**config.mk**
```make
export PLATFORM = sky130hd
export DESIGN_NAME = wb_fifo
export DESIGN_NICKNAME = d
export VERILOG_FILES = /design/src/rtl/wb_fifo.sv
export SDC_FILE = /design/constraint.sdc
export NUM_CORES = 1
export LEC_CHECK = 0
export CAP_MARGIN = 40
export CORE_ASPECT_RATIO = 0.6
export CORE_MARGIN = 2
export CORE_UTILIZATION = 43
export CTS_CLUSTER_DIAMETER = 40
export DETAILED_ROUTE_END_ITERATION = 10
export GPL_ROUTABILITY_DRIVEN = 1
export MAX_ROUTING_LAYER = met4
export PLACE_DENSITY = 0.72
export SYNTH_ARGS = -nofsm -noshare
export SYNTH_HDL_FRONTEND = slang
export SYNTH_SLANG_ARGS = --single-unit
```
**constraint.sdc**
```tcl
create_clock -name clk -period 11.9 [get_ports clk]
set_clock_uncertainty 0.2 [all_clocks]
set_input_delay 2.38 -clock clk [delete_from_list [all_inputs] [get_ports clk]]
set_output_delay 2.38 -clock clk [all_outputs]
set_load 0.03 [all_outputs]
```
**src/rtl/wb_fifo.sv**
```systemverilog
// In-order writeback queue; pointers carry one extra wrap bit so that
// full and empty are distinguishable. Push into a full queue succeeds
// when a pop happens on the same edge.
module wb_fifo #(
    parameter int DEPTH = 8,
    parameter int WIDTH = 37
) (
    input  logic             clk,
    input  logic             rst_n,
    input  logic             push,
    input  logic [WIDTH-1:0] push_data,
    input  logic             pop,
    output logic [WIDTH-1:0] head_data,
    output logic             head_valid,
    output logic             full
);

    localparam int AW = $clog2(DEPTH);

    logic [AW:0]      wr_ptr;
    logic [AW:0]      rd_ptr;
    logic [WIDTH-1:0] mem [DEPTH];
    logic             do_push;
    logic             do_pop;

    assign head_valid = (wr_ptr != rd_ptr);
    assign full       = (wr_ptr[AW] != rd_ptr[AW]) && (wr_ptr[AW-1:0] == rd_ptr[AW-1:0]);
    assign do_pop     = pop & head_valid;
    assign do_push    = push & (~full | do_pop);
    assign head_data  = mem[rd_ptr[AW-1:0]];

    always_ff @(posedge clk or negedge rst_n) begin
        if (!rst_n) begin
            wr_ptr <= '0;
            rd_ptr <= '0;
        end else begin
            if (do_push) wr_ptr <= wr_ptr + 1'b1;
            if (do_pop)  rd_ptr <= rd_ptr + 1'b1;
        end
    end

    // Storage needs no reset: emptiness is decided by the pointers alone.
    always_ff @(posedge clk) begin
        if (do_push) mem[wr_ptr[AW-1:0]] <= push_data;
    end

endmodule

```
Word-level counts from Yosys, hierarchy flattened

Memories as Yosys holds them, arrays and structs flattened.
Index checks and enable logic that the tools add are counted.

Add/subtract/negate cells: 2
Equal/unequal tests: 3
Multiplexer cells: 2
Bitwise gates (word level): 4
Reduce and logical (&&, ||, !) cells: 1

Operator list:

| operator                                    | count |
|---|---|
| adder 4 x 1 -> 4 bit, second input constant | 2 |
| != test 4 bit                               | 1 |
| == test 3 bit                               | 1 |
| AND 1 bit                                   | 2 |
| two-way mux 1 bit                           | 2 |
| logical AND 1 bit                           | 1 |
| != test 1 bit                               | 1 |
| NOT 1 bit                                   | 1 |
| OR 1 bit                                    | 1 |

Register bits: 8
RAM bits: 296
Input bits: 41
Output and inout port bits: 39
Word-level logic and storage cells: 15
Memories: 1

Memory list:

| memory | words | bits a word | rd ports | clocked after Yosys merged registers in | wr ports | RTL line | RTL |
|---|---|---|---|---|---|---|---|
| mem    | 8     | 37          | 1        | 0                                       | 1        | 22       | `logic [WIDTH-1:0] mem [DEPTH];` |

Longest topological paths before layout

Gate-level depths: netlist (run 1).

Depth in word-level cells: 7
Gate-level depth with buffers: 7
Depth with buffers taken out: 4

Worst setup path after synthesis (run 1)

Ideal clock, no wire load.

Path type: input to register
Start point: input port pop
End point: memory mem[3][0] (enable)
Arrival: 6,678 ps
Data required time: 11,163 ps
Slack: 4,485 ps
Stages: 3
Path buffers: 1
Cell sequence: clkbuf_1 nor3_1 nor4b_1

Longest elaborated chain between the ends: 5

RTL lines:

| element                                 | RTL line | RTL |
|---|---|---|
| start, declared                         | 12       | `input logic pop,` |
| AND 1 bit                               | 28       | `assign do_pop = pop & head_valid;` |
| OR 1 bit                                | 29       | `assign do_push = push & (~full \| do_pop);` |
| AND 1 bit                               | 29       |  |
| two-way mux 1 bit                       | 44       | `if (do_push) mem[wr_ptr[AW-1:0]] <= push_data;` |
| two-way mux 1 bit (not written as such) | 44       |  |
| end, declared                           | 22       |  |

No other way between the ends.

Final worst setup path (run 1)

Start point: register rd_ptr[0]
End point: output port head_data[14]

Longest elaborated chain between the ends: 1

RTL lines:

| element                | RTL line | RTL |
|---|---|---|
| start, declared        | 21       | `logic [AW:0] rd_ptr;` |
| start signal, assigned | 38       | `if (do_pop) rd_ptr <= rd_ptr + 1'b1;` |
| memory (8 x 37 bit)    | -        |  |
| end, declared          | 13       | `output logic [WIDTH-1:0] head_data,` |

No other way between the ends.

==> flow_summary.html, run 1 <==
<table>
<tr><th>Metric</th><th>Value</th></tr>
<tr><th colspan="2">Clock tree</th></tr>
<tr><td>Maximum buffer depth of the clock tree</td><td>3</td></tr>
<tr><td>Number of clock buffers inserted by TritonCTS</td><td>30</td></tr>
<tr><td>Clock latency reported for the late side of the worst-skew pair</td><td>around 0.55 ns</td></tr>
<tr><td>Gates resized, CTS repair</td><td>0</td></tr>
<tr><td>Clock tree from TritonCTS</td><td>done</td></tr>
<tr><td>H-tree depth</td><td>1</td></tr>
<tr><td>Library cell used as clock root buffer</td><td>sky130_fd_sc_hd__clkbuf_16</td></tr>
<tr><td>Number of hold buffers added after CTS</td><td>0</td></tr>
<tr><td>Number of sinks on the clock net</td><td>just over 300</td></tr>
<tr><td>Clock input transition at the sequential cells of the worst setup and hold paths</td><td>around 0.070 ns</td></tr>
<tr><td>Post-CTS setup buffer count</td><td>0</td></tr>
<tr><th colspan="2">Floorplan</th></tr>
<tr><td>Core footprint</td><td>about 0.027 sq mm</td></tr>
<tr><td>Initial core utilization</td><td>0.4426</td></tr>
<tr><td>Die Ht</td><td>132.4 um</td></tr>
<tr><td>Top-level port count</td><td>80</td></tr>
<tr><td>Floorplan row count</td><td>between 40 and 50</td></tr>
<tr><td>Die span in x</td><td>around 220 um</td></tr>
<tr><td>Die area</td><td>between 0.02 and 0.03 sq mm</td></tr>
<tr><th colspan="2">Global route</th></tr>
<tr><td>GRT Residual Overflow</td><td>0</td></tr>
<tr><td>Initial antenna violation count</td><td>2</td></tr>
<tr><td>Number of global-route vias before repair</td><td>roughly 5600</td></tr>
<tr><td>Global-route wire length before repair</td><td>~35 mm</td></tr>
<tr><td>Gr usage total</td><td>0.1708</td></tr>
<tr><td>Pin count of the biggest net entering global routing</td><td>53</td></tr>
<tr><th colspan="2">Timing</th></tr>
<tr><td>RSZ-0062 raised after global routing</td><td>false</td></tr>
<tr><td>Worst slew margin</td><td>0.4595</td></tr>
<tr><td>Worst Slack Setup Final</td><td>approximately 5.7 ns</td></tr>
<tr><td>Minimum period implied by the final worst setup slack</td><td>just over 6 ns</td></tr>
<tr><td>Fin Setup TNS</td><td>0 ns</td></tr>
<tr><td>Minimum hold slack</td><td>0.4464 ns</td></tr>
<tr><td>Period utilization</td><td>0.5191</td></tr>
<tr><td>Final-report hold violation count</td><td>0</td></tr>
<tr><td>Slew at the pin closest to its max-slew limit</td><td>0.8063 ns</td></tr>
<tr><td>Final setup violation count</td><td>0</td></tr>
<tr><td>Final slew viol count</td><td>0</td></tr>
<tr><td>Peak clock frequency supported by timing</td><td>between 150 and 200 MHz</td></tr>
<tr><th colspan="2">Logic synthesis</th></tr>
<tr><td>Portion of synthesized cell area occupied by the leading cell type</td><td>0.7520</td></tr>
<tr><td>Number of enable flip-flop cells after synthesis</td><td>296</td></tr>
<tr><td>Most repeated cell in the gate-level netlist after synthesis</td><td>sky130_fd_sc_hd__edfxtp_1</td></tr>
<tr><td>Instance count of the mapped netlist</td><td>a little under 500</td></tr>
<tr><td>Post-synthesis async set-or-reset flop share</td><td>0.02632</td></tr>
<tr><td>Cell accounting for the most synthesized area</td><td>sky130_fd_sc_hd__edfxtp_1</td></tr>
<tr><td>YS warnings</td><td>0</td></tr>
<tr><td>Mean post-synth cell area</td><td>24.42 sq um</td></tr>
<tr><td>Primary FF master, synth</td><td>sky130_fd_sc_hd__edfxtp_1</td></tr>
<tr><td>Net count after synthesis</td><td>between 500 and 600</td></tr>
<tr><td>Synth area leaders</td><td>sky130_fd_sc_hd__edfxtp_1 (75%), sky130_fd_sc_hd__mux4_2 (14%), sky130_fd_sc_hd__mux2_4 (4.6%)</td></tr>
<tr><td>Part of the Yosys area used for sequential elements</td><td>0.7689</td></tr>
<tr><td>Number of unique standard cell types used by synthesis</td><td>30</td></tr>
<tr><td>Ranking of synthesized cells by instance count</td><td>sky130_fd_sc_hd__edfxtp_1 (296), sky130_fd_sc_hd__mux4_2 (74), sky130_fd_sc_hd__mux2_4 (36)</td></tr>
<tr><td>Synth Register Bits</td><td>a little over 300</td></tr>
<tr><td>Post-synthesis cell area</td><td>roughly 0.012 sq mm</td></tr>
<tr><th colspan="2">Route</th></tr>
<tr><td>Met3 WL</td><td>between 1 and 1.5 mm</td></tr>
<tr><td>WL/cell</td><td>between 20 and 25 um</td></tr>
<tr><td>Met1 layer wirelength in the final routing</td><td>approximately 11 mm</td></tr>
<tr><td>Routed via count</td><td>~5300</td></tr>
<tr><td>Number of remaining DRC errors</td><td>0</td></tr>
<tr><td>Final ANT Viol Nets</td><td>0</td></tr>
<tr><td>Routed Wire Length</td><td>23.25 mm</td></tr>
<tr><td>DRC marker count from the first detailed-route iteration</td><td>about 530</td></tr>
<tr><td>Via count normalized by instance count</td><td>between 5 and 6</td></tr>
<tr><td>Length of routed met2 wiring</td><td>approximately 11 mm</td></tr>
<tr><td>First-pass DRT Iterations</td><td>5</td></tr>
<tr><td>Top metal layer carrying routed signals</td><td>met4</td></tr>
<tr><th colspan="2">Placed design</th></tr>
<tr><td>Number of input and output port buffers inserted</td><td>79</td></tr>
<tr><td>Placer congestion estimate</td><td>0.7066</td></tr>
<tr><td>Number of placed instances, taps included</td><td>around 920</td></tr>
<tr><td>Detailed placer's ending HPWL</td><td>around 13 mm</td></tr>
<tr><td>DP Worst Slack</td><td>6.196 ns</td></tr>
<tr><th colspan="2">Finish</th></tr>
<tr><td>Fin nets</td><td>631</td></tr>
<tr><td>Synth-to-Final Area Change</td><td>19.03%</td></tr>
<tr><td>Share of final-layout standard cells stronger than drive strength 1</td><td>0.3120</td></tr>
<tr><td>Finished Layout Cells</td><td>971</td></tr>
<tr><th colspan="2">Power</th></tr>
<tr><td>Total leakage power</td><td>about 4.5 nW</td></tr>
<tr><td>IR drop worst, VDD</td><td>~190 uV</td></tr>
<tr><td>Power density relative to cell area</td><td>roughly 270 mW/mm^2</td></tr>
<tr><th colspan="2">Setup path</th></tr>
<tr><td>Max FO, Critical Path</td><td>35</td></tr>
<tr><td>Startpoint type of the worst setup path</td><td>flip-flop</td></tr>
<tr><td>Class of the most critical setup path</td><td>flip-flop to primary output</td></tr>
<tr><td>Worst r2r path cells</td><td>6</td></tr>
<tr><td>Kind of end point of the critical path</td><td>primary output</td></tr>
<tr><td>Data arrival time at the worst-slack endpoint</td><td>between 3 and 4 ns</td></tr>
<tr><td>Data required time at the worst endpoint</td><td>approximately 9.3 ns</td></tr>
<tr><th colspan="2">Flow run</th></tr>
<tr><td>Max-capacitance violation count</td><td>0</td></tr>
<tr><th colspan="2">Min path</th></tr>
<tr><td>Worst min path class</td><td>flip-flop to flip-flop</td></tr>
<tr><td>Min-Delay Path Depth</td><td>1</td></tr>
<tr><th colspan="2">Outcome</th></tr>
<tr><td>Outcome</td><td>completed</td></tr>
</table>
[report_power, final]
| group | switching, W | internal, W | leakage [nW] | total (W) |
|---|---|---|---|---|
| sequential | 0.000122 | 0.00135 | 2.78 | 0.00148 |
| combinational | 0.000669 | 0.000676 | 1.30 | 0.00134 |
| clock | 0.000396 | 0.000522 | 0.463 | 0.000919 |
| total | 0.00119 | 0.00255 | 4.54 | 0.00374 |
[kinds of logic after synthesis]
kind of cell	share of synthesized area
buf+inv	0.01768
flops	0.7689
mux	0.1896
compound gates	0.003917
simple gates	0.01122
fa+ha+maj	0.002117
xor+xnor	0.006563
[layout make-up]
type | instances | area (sq um)
antenna | 2 | 5.005
clock buffer | 35 | 790.8
clock inverter | 18 | 166.4
fill | 2065 | 12640
inverter | 1 | 3.754
multi-input combinational | 153 | 2570
sequential | 304 | 9100
tap | 360 | 450.4
timing repair buffer | 98 | 983.4
[worst paths after layout]
check | from | endpoint | slack, ns
setup reg to reg | rd_ptr[0] | mem[6][30] | 8.27
hold reg to reg | wr_ptr[3] | wr_ptr[3] | 0.45
max in group asynchronous | rst_n | rd_ptr[2] | 9.23
hold / removal | wr_ptr[3] | wr_ptr[3] | 0.45
min in group asynchronous | rst_n | wr_ptr[2] | 1.94
setup / recovery | rd_ptr[0] | head_data[14] | 5.72
[cells in the final DEF (no fill, tap or decap), types with 3 or more instances in the layout]
master / instances
sky130_fd_sc_hd__buf_4: 15
sky130_fd_sc_hd__nand2_1: 6
sky130_fd_sc_hd__nor3_2: 3
sky130_fd_sc_hd__clkbuf_16: 31
sky130_fd_sc_hd__nand4_1: 3
sky130_fd_sc_hd__clkinvlp_4: 3
sky130_fd_sc_hd__clkinv_1: 4
sky130_fd_sc_hd__edfxtp_1: 296
sky130_fd_sc_hd__xnor2_1: 7
sky130_fd_sc_hd__dfrtp_1: 5
sky130_fd_sc_hd__clkbuf_1: 4
sky130_fd_sc_hd__mux2_4: 36
sky130_fd_sc_hd__mux4_2: 74
sky130_fd_sc_hd__dfrtp_4: 3
sky130_fd_sc_hd__clkdlybuf4s50_1: 79
sky130_fd_sc_hd__nor4_2: 3
sky130_fd_sc_hd__clkinv_2: 4
sky130_fd_sc_hd__nor2_1: 3
[sequential cells by signal, summed over array words and instances (netlist names)]
register	count
wr_ptr	4
mem	296
rd_ptr	4
[worst max-delay path, stage by stage (launching register included)]
cell	delay, ns
sky130_fd_sc_hd__dfrtp_4	0.82
sky130_fd_sc_hd__buf_4	0.43
sky130_fd_sc_hd__buf_16	0.31
sky130_fd_sc_hd__mux4_2	0.58
sky130_fd_sc_hd__mux2_4	0.28
sky130_fd_sc_hd__clkdlybuf4s50_1	0.60
[metal layers]
| layer | track usage | vias up |
|---|---|---|
| met5 | - | - |
| met4 | 0.03666 | 0 |
| met3 | 0.03402 | 32 |
| met2 | 0.2527 | 168 |
| met1 | 0.2484 | 2867 |
| li1 | - | 2271 |
[through the flow]
stage               total power (W)  utilization  instance area [sq um]
floorplan                  0.002439            -                  11820
global placement           0.002811       0.4873                  13010
detailed placement         0.002867       0.4906                  13100
CTS                        0.003790       0.5265                  14060
global route               0.003897       0.5268                  14070
finish                     0.003740       0.5268                  14070
(Power assumes the default switching activity.)
==> run 2, diff against run 1 <==
Clock period 11.9 ns to 6.2 ns, I/O delays scaled along.
==> flow_summary.html, run 2 (same netlist as run 1, synthesis figures left out) <==
<table>
<tr><th>Metric</th><th>Value</th></tr>
<tr><th colspan="2">Outcome</th></tr>
<tr><td>Outcome</td><td>completed</td></tr>
<tr><th colspan="2">Power</th></tr>
<tr><td>Combinational Power Share</td><td>0.351</td></tr>
<tr><td>Internal power component</td><td>0.004914 W</td></tr>
<tr><td>Sw Pwr</td><td>between 0.002 and 0.0025 W</td></tr>
<tr><td>IR drop worst, VDD</td><td>~310 uV</td></tr>
<tr><td>Fraction of power consumed by sequential logic</td><td>0.400</td></tr>
<tr><td>Power share of the clock group</td><td>0.250</td></tr>
<tr><td>Total leakage power</td><td>4.503 nW</td></tr>
<tr><td>Switching Fraction</td><td>0.3121</td></tr>
<tr><td>Power density relative to cell area</td><td>509.3 mW/mm^2</td></tr>
<tr><th colspan="2">Timing</th></tr>
<tr><td>Final setup violation count</td><td>0</td></tr>
<tr><td>Minimum period implied by the final worst setup slack</td><td>4.756 ns</td></tr>
<tr><td>Fin Setup TNS</td><td>0 ns</td></tr>
<tr><td>Worst Slack Setup Final</td><td>approximately 1.4 ns</td></tr>
<tr><td>Final-report hold violation count</td><td>0</td></tr>
<tr><td>Slew at the pin closest to its max-slew limit</td><td>0.6849 ns</td></tr>
<tr><td>Worst slew margin</td><td>0.5434</td></tr>
<tr><td>Peak clock frequency supported by timing</td><td>210.3 MHz</td></tr>
<tr><td>Period utilization</td><td>0.7671</td></tr>
<tr><td>Final slew viol count</td><td>0</td></tr>
<tr><td>RSZ-0062 raised after global routing</td><td>false</td></tr>
<tr><th colspan="2">Min path</th></tr>
<tr><td>Worst min path class</td><td>flip-flop to flip-flop</td></tr>
<tr><th colspan="2">Finish</th></tr>
<tr><td>Most common cell after layout, fill and taps aside</td><td>sky130_fd_sc_hd__edfxtp_1</td></tr>
<tr><td>Synth-to-Final Area Change</td><td>18.65%</td></tr>
<tr><td>Fin nets</td><td>approximately 620</td></tr>
<tr><td>Share of final-layout standard cells stronger than drive strength 1</td><td>0.3002</td></tr>
<tr><td>Leading cell types in the layout, fill and taps excluded</td><td>sky130_fd_sc_hd__edfxtp_1 (296), sky130_fd_sc_hd__clkdlybuf4s50_1 (79), sky130_fd_sc_hd__mux4_2 (74)</td></tr>
<tr><td>Flip-flop count of the largest register after layout</td><td>296</td></tr>
<tr><td>Fin util</td><td>0.5252</td></tr>
<tr><td>Area of all placed cells without fillers</td><td>roughly 0.014 sq mm</td></tr>
<tr><th colspan="2">Global route</th></tr>
<tr><td>Global-route wire length before repair</td><td>33.42 mm</td></tr>
<tr><td>Pin count of the biggest net entering global routing</td><td>between 40 and 50</td></tr>
<tr><td>Gr usage total</td><td>0.1613</td></tr>
<tr><td>GRT Residual Overflow</td><td>0</td></tr>
<tr><td>Initial antenna violation count</td><td>2</td></tr>
<tr><td>Number of global-route vias before repair</td><td>roughly 5500</td></tr>
<tr><th colspan="2">Floorplan</th></tr>
<tr><td>Core footprint</td><td>around 0.027 sq mm</td></tr>
<tr><td>Die Ht</td><td>~130 um</td></tr>
<tr><td>Top-level port count</td><td>80</td></tr>
<tr><td>Floorplan row count</td><td>46</td></tr>
<tr><td>Initial core utilization</td><td>0.4426</td></tr>
<tr><td>Die area</td><td>roughly 0.029 sq mm</td></tr>
<tr><td>Die span in x</td><td>approximately 220 um</td></tr>
<tr><th colspan="2">Clock tree</th></tr>
<tr><td>Post-CTS setup buffer count</td><td>0</td></tr>
<tr><td>Number of hold buffers added after CTS</td><td>0</td></tr>
<tr><td>Library cell used as clock root buffer</td><td>sky130_fd_sc_hd__clkbuf_16</td></tr>
<tr><td>Clock latency reported for the late side of the worst-skew pair</td><td>0.55 ns</td></tr>
<tr><td>Number of sinks on the clock net</td><td>between 300 and 400</td></tr>
<tr><td>Number of clock buffers inserted by TritonCTS</td><td>29</td></tr>
<tr><td>Maximum buffer depth of the clock tree</td><td>3</td></tr>
<tr><td>Gates resized, CTS repair</td><td>0</td></tr>
<tr><td>Clock input transition at the sequential cells of the worst setup and hold paths</td><td>around 0.06 ns</td></tr>
<tr><td>Clock tree from TritonCTS</td><td>done</td></tr>
<tr><td>H-tree depth</td><td>1</td></tr>
<tr><th colspan="2">Route</th></tr>
<tr><td>Final ANT Viol Nets</td><td>0</td></tr>
<tr><td>Routed Wire Length</td><td>22.05 mm</td></tr>
<tr><td>Via count normalized by instance count</td><td>5.360</td></tr>
<tr><td>First-pass DRT Iterations</td><td>4</td></tr>
<tr><td>DRC marker count from the first detailed-route iteration</td><td>roughly 420</td></tr>
<tr><td>Routed via count</td><td>around 5200</td></tr>
<tr><td>Number of remaining DRC errors</td><td>0</td></tr>
<tr><td>WL/cell</td><td>about 23 um</td></tr>
<tr><th colspan="2">Setup path</th></tr>
<tr><td>Kind of end point of the critical path</td><td>primary output</td></tr>
<tr><td>Startpoint type of the worst setup path</td><td>flip-flop</td></tr>
<tr><td>Max FO, Critical Path</td><td>48</td></tr>
<tr><td>Data arrival time at the worst-slack endpoint</td><td>~3.3 ns</td></tr>
<tr><td>Data required time at the worst endpoint</td><td>~4.8 ns</td></tr>
<tr><td>Class of the most critical setup path</td><td>flip-flop to primary output</td></tr>
<tr><th colspan="2">Placed design</th></tr>
<tr><td>Post-detailed-placement cell area</td><td>roughly 0.013 sq mm</td></tr>
<tr><td>DP Worst Slack</td><td>1.967 ns</td></tr>
<tr><td>Number of input and output port buffers inserted</td><td>79</td></tr>
<tr><td>Placer congestion estimate</td><td>slightly above 0.7</td></tr>
<tr><td>Detailed placer's ending HPWL</td><td>about 12 mm</td></tr>
<tr><th colspan="2">Flow run</th></tr>
<tr><td>Max-capacitance violation count</td><td>0</td></tr>
</table>
run 2: changes by cell type in the layout (fill, tap and decap cells not counted), sizes merged:
cell / previous run / this run
buf: 19 / 12
bufinv: 2 / 4
clkinv: 9 / 10
clkinvlp: 3 / 2
inv: 5 / 4
run 2: worst paths after layout:
| path | startpoint | end | slack [ns] | depth (start not counted) |
|---|---|---|---|---|
| min reg2reg | wr_ptr[3] | wr_ptr[3] | 0.41 | 2 |
| max | rd_ptr[0] | head_data[29] | 1.44 | 4 |
| max in group asynchronous | rst_n | rd_ptr[0] | 4.70 | 1 |
| min | wr_ptr[3] | wr_ptr[3] | 0.41 | 2 |
| min in group asynchronous | rst_n | rd_ptr[1] | 0.78 | 1 |
| max reg2reg | rd_ptr[0] | mem[0][24] | 3.23 | 6 |
run 2: final cells by class:
cell class              count  area (sq um)
clock inverters            19         222.7
diodes                      2         5.005
well taps                 360         450.4
clock buffers              35         748.2
multi-input cells         153          2579
flip-flops and latches    304          9100
fillers                  2040         12680
repair buffers             91         915.9
inverters                   1         3.754
run 2: per-stage QoR:
step | hold WS, ns | total power (W) | std cells
after detailed placement | 0.3862 | 0.005450 | 909
after global placement | 0.3638 | 0.005384 | 906
final | 0.4119 | 0.007143 | 965
after floorplan | 0.3441 | 0.004681 | 484
after CTS | 0.4138 | 0.007248 | 963
after global routing | 0.4380 | 0.007446 | 965
run 2: power groups by stage:
stage / Sequential, W / Combinational [W] / Clock (W)
floorplan: 0.00271 / 0.00197 / 0
global placement: 0.00298 / 0.00241 / 0
detailed placement: 0.00291 / 0.00254 / 0
CTS: 0.00287 / 0.00256 / 0.00182
global route: 0.00290 / 0.00264 / 0.00191
finish: 0.00286 / 0.00250 / 0.00178
run 2: worst max-delay path, cell delays in order, from the launching register on:
cell and delay, ns:
sky130_fd_sc_hd__dfrtp_4 0.83, sky130_fd_sc_hd__buf_12 0.41, sky130_fd_sc_hd__mux4_2 0.57, sky130_fd_sc_hd__mux2_4 0.30, sky130_fd_sc_hd__clkdlybuf4s50_1 0.61
run 2: metal layers:
layer,part of all wire,global-route usage
met1,0.43,0.2131
met2,0.49,0.2584
met3,0.060,0.03563
met4,0.016,0.03741
met5,0,-
==> run 3, diff against run 2 <==
Clock period 6.2 ns to 4.73 ns, I/O delays scaled along.
==> flow_summary.html, run 3 (same netlist as run 1, synthesis figures left out) <==
<table>
<tr><th>Metric</th><th>Value</th></tr>
<tr><th colspan="2">Timing</th></tr>
<tr><td>Peak clock frequency supported by timing</td><td>236.3 MHz</td></tr>
<tr><td>Final-report hold violation count</td><td>0</td></tr>
<tr><td>Worst slew margin</td><td>0.5416</td></tr>
<tr><td>Worst Slack Setup Final</td><td>around 0.50 ns</td></tr>
<tr><td>Minimum period implied by the final worst setup slack</td><td>approximately 4.2 ns</td></tr>
<tr><td>Final slew viol count</td><td>0</td></tr>
<tr><td>RSZ-0062 raised after global routing</td><td>false</td></tr>
<tr><td>Period utilization</td><td>0.8948</td></tr>
<tr><td>Slew at the pin closest to its max-slew limit</td><td>between 0.6 and 0.7 ns</td></tr>
<tr><td>Final setup violation count</td><td>0</td></tr>
<tr><th colspan="2">Clock tree</th></tr>
<tr><td>Number of sinks on the clock net</td><td>304</td></tr>
<tr><td>Library cell used as clock root buffer</td><td>sky130_fd_sc_hd__clkbuf_16</td></tr>
<tr><td>Clock latency reported for the late side of the worst-skew pair</td><td>approximately 0.54 ns</td></tr>
<tr><td>Post-CTS setup buffer count</td><td>0</td></tr>
<tr><td>Number of clock buffers inserted by TritonCTS</td><td>30</td></tr>
<tr><td>H-tree depth</td><td>1</td></tr>
<tr><td>Maximum buffer depth of the clock tree</td><td>3</td></tr>
<tr><td>Number of hold buffers added after CTS</td><td>0</td></tr>
<tr><td>Gates resized, CTS repair</td><td>0</td></tr>
<tr><td>Clock input transition at the sequential cells of the worst setup and hold paths</td><td>~0.06 ns</td></tr>
<tr><td>Clock tree from TritonCTS</td><td>done</td></tr>
<tr><th colspan="2">Route</th></tr>
<tr><td>Via count normalized by instance count</td><td>around 5.4</td></tr>
<tr><td>First-pass DRT Iterations</td><td>4</td></tr>
<tr><td>Final ANT Viol Nets</td><td>0</td></tr>
<tr><td>Routed via count</td><td>approximately 5300</td></tr>
<tr><td>DRC marker count from the first detailed-route iteration</td><td>between 400 and 500</td></tr>
<tr><td>WL/cell</td><td>23.44 um</td></tr>
<tr><td>Routed Wire Length</td><td>~23 mm</td></tr>
<tr><td>Number of remaining DRC errors</td><td>0</td></tr>
<tr><th colspan="2">Floorplan</th></tr>
<tr><td>Die span in x</td><td>around 220 um</td></tr>
<tr><td>Top-level port count</td><td>80</td></tr>
<tr><td>Die area</td><td>a little under 0.03 sq mm</td></tr>
<tr><td>Die Ht</td><td>132.4 um</td></tr>
<tr><td>Floorplan row count</td><td>between 40 and 50</td></tr>
<tr><td>Initial core utilization</td><td>0.4426</td></tr>
<tr><td>Core footprint</td><td>0.02671 sq mm</td></tr>
<tr><th colspan="2">Global route</th></tr>
<tr><td>Number of global-route vias before repair</td><td>roughly 5600</td></tr>
<tr><td>Initial antenna violation count</td><td>2</td></tr>
<tr><td>GRT Residual Overflow</td><td>0</td></tr>
<tr><td>Global-route wire length before repair</td><td>between 30 and 40 mm</td></tr>
<tr><td>Pin count of the biggest net entering global routing</td><td>45</td></tr>
<tr><td>Gr usage total</td><td>0.1638</td></tr>
<tr><th colspan="2">Placed design</th></tr>
<tr><td>Detailed placer's ending HPWL</td><td>12.47 mm</td></tr>
<tr><td>Post-detailed-placement cell area</td><td>roughly 0.013 sq mm</td></tr>
<tr><td>Placer congestion estimate</td><td>roughly 0.74</td></tr>
<tr><td>DP Worst Slack</td><td>1.034 ns</td></tr>
<tr><td>Number of input and output port buffers inserted</td><td>79</td></tr>
<tr><th colspan="2">Setup path</th></tr>
<tr><td>Kind of end point of the critical path</td><td>primary output</td></tr>
<tr><td>CP top delay family</td><td>buffers and inverters</td></tr>
<tr><td>Startpoint type of the worst setup path</td><td>flip-flop</td></tr>
<tr><td>Slowest cell on the critical path</td><td>sky130_fd_sc_hd__dfrtp_4</td></tr>
<tr><td>Class of the most critical setup path</td><td>flip-flop to primary output</td></tr>
<tr><td>Cell breakdown of the critical path</td><td>buf_12, mux4_2, mux2_4, clkdlybuf4s50_1</td></tr>
<tr><td>Data arrival time at the worst-slack endpoint</td><td>3.09 ns</td></tr>
<tr><td>Data required time at the worst endpoint</td><td>3.58 ns</td></tr>
<tr><td>Critical Path Max Stage Delay</td><td>0.67 ns</td></tr>
<tr><td>Max FO, Critical Path</td><td>40</td></tr>
<tr><td>WP buf/inv</td><td>2</td></tr>
<tr><th colspan="2">Finish</th></tr>
<tr><td>Synth-to-Final Area Change</td><td>19.04%</td></tr>
<tr><td>Leading cell types in the layout, fill and taps excluded</td><td>sky130_fd_sc_hd__edfxtp_1 (296), sky130_fd_sc_hd__clkdlybuf4s50_1 (79), sky130_fd_sc_hd__mux4_2 (74)</td></tr>
<tr><td>Most common cell after layout, fill and taps aside</td><td>sky130_fd_sc_hd__edfxtp_1</td></tr>
<tr><td>Fin nets</td><td>627</td></tr>
<tr><td>Area of all placed cells without fillers</td><td>0.01407 sq mm</td></tr>
<tr><td>Flip-flop count of the largest register after layout</td><td>just under 300</td></tr>
<tr><td>Share of final-layout standard cells stronger than drive strength 1</td><td>0.3109</td></tr>
<tr><th colspan="2">Power</th></tr>
<tr><td>Total leakage power</td><td>4.543 nW</td></tr>
<tr><td>Power density relative to cell area</td><td>approximately 670 mW/mm^2</td></tr>
<tr><td>IR drop worst, VDD</td><td>about 390 uV</td></tr>
<tr><th colspan="2">Flow run</th></tr>
<tr><td>Max-capacitance violation count</td><td>0</td></tr>
<tr><th colspan="2">Min path</th></tr>
<tr><td>Worst min path class</td><td>flip-flop to flip-flop</td></tr>
<tr><th colspan="2">Outcome</th></tr>
<tr><td>Outcome</td><td>completed</td></tr>
</table>
[run 3: cell types whose count changed in the layout (fill, tap and decap cells not counted), moves of 2 or more]
cell,previous run,this run
sky130_fd_sc_hd__clkinvlp_4,2,0
sky130_fd_sc_hd__bufinv_16,4,2
sky130_fd_sc_hd__clkinv_1,5,3
sky130_fd_sc_hd__clkbuf_8,0,3
sky130_fd_sc_hd__clkinv_2,3,7
sky130_fd_sc_hd__clkbuf_16,29,31
sky130_fd_sc_hd__buf_4,8,13
[run 3: worst paths after layout]
| kind | start | endpoint | slack (ns) | cells after the start |
|---|---|---|---|---|
| min in group asynchronous | rst_n | wr_ptr[0] | 0.51 | 1 |
| setup / recovery | rd_ptr[0] | head_data[25] | 0.50 | 4 |
| hold / removal | wr_ptr[3] | wr_ptr[3] | 0.40 | 1 |
| max in group asynchronous | rst_n | rd_ptr[0] | 3.47 | 1 |
| setup reg to reg | rd_ptr[0] | mem[0][25] | 1.58 | 8 |
| hold reg to reg | wr_ptr[3] | wr_ptr[3] | 0.40 | 1 |
[run 3: per-stage QoR]
stage / hold slack [ns] / instances / util / total power [W] / TNS (ns)
3_5_place_dp: 0.3819 / 912 / 0.4894 / 0.007184 / 0
5_1_grt: 0.4268 / 970 / 0.5269 / 0.009817 / 0
4_1_cts: 0.3949 / 968 / 0.5267 / 0.009560 / 0
6_report: 0.3974 / 970 / 0.5269 / 0.009439 / 0
3_3_place_gp: 0.3645 / 912 / 0.4894 / 0.007123 / 0
2_1_floorplan: 0.3441 / 484 / - / 0.006136 / -67.21
[run 3: final cells by class]
type	instances	area [sq um]
antenna	2	5.005
clock buffer	39	835.8
clock inverter	17	160.2
fill	2055	12630
inverter	1	3.754
multi-input combinational	153	2587
sequential	304	9100
tap	360	450.4
timing repair buffer	94	928.4
[run 3: per-layer routing]
layer	part of all wire	GRT usage	up-vias
li1	-	-	2262
met1	0.45	0.2309	2802
met2	0.47	0.2481	160
met3	0.060	0.03448	31
met4	0.018	0.03666	0
met5	0	-	-
[run 3: power breakdown]
| group | switching [W] | internal, W |
|---|---|---|
| clock network | 0.000992 | 0.00137 |
| registers | 0.000325 | 0.00341 |
| logic | 0.00167 | 0.00168 |
| total | 0.00299 | 0.00645 |
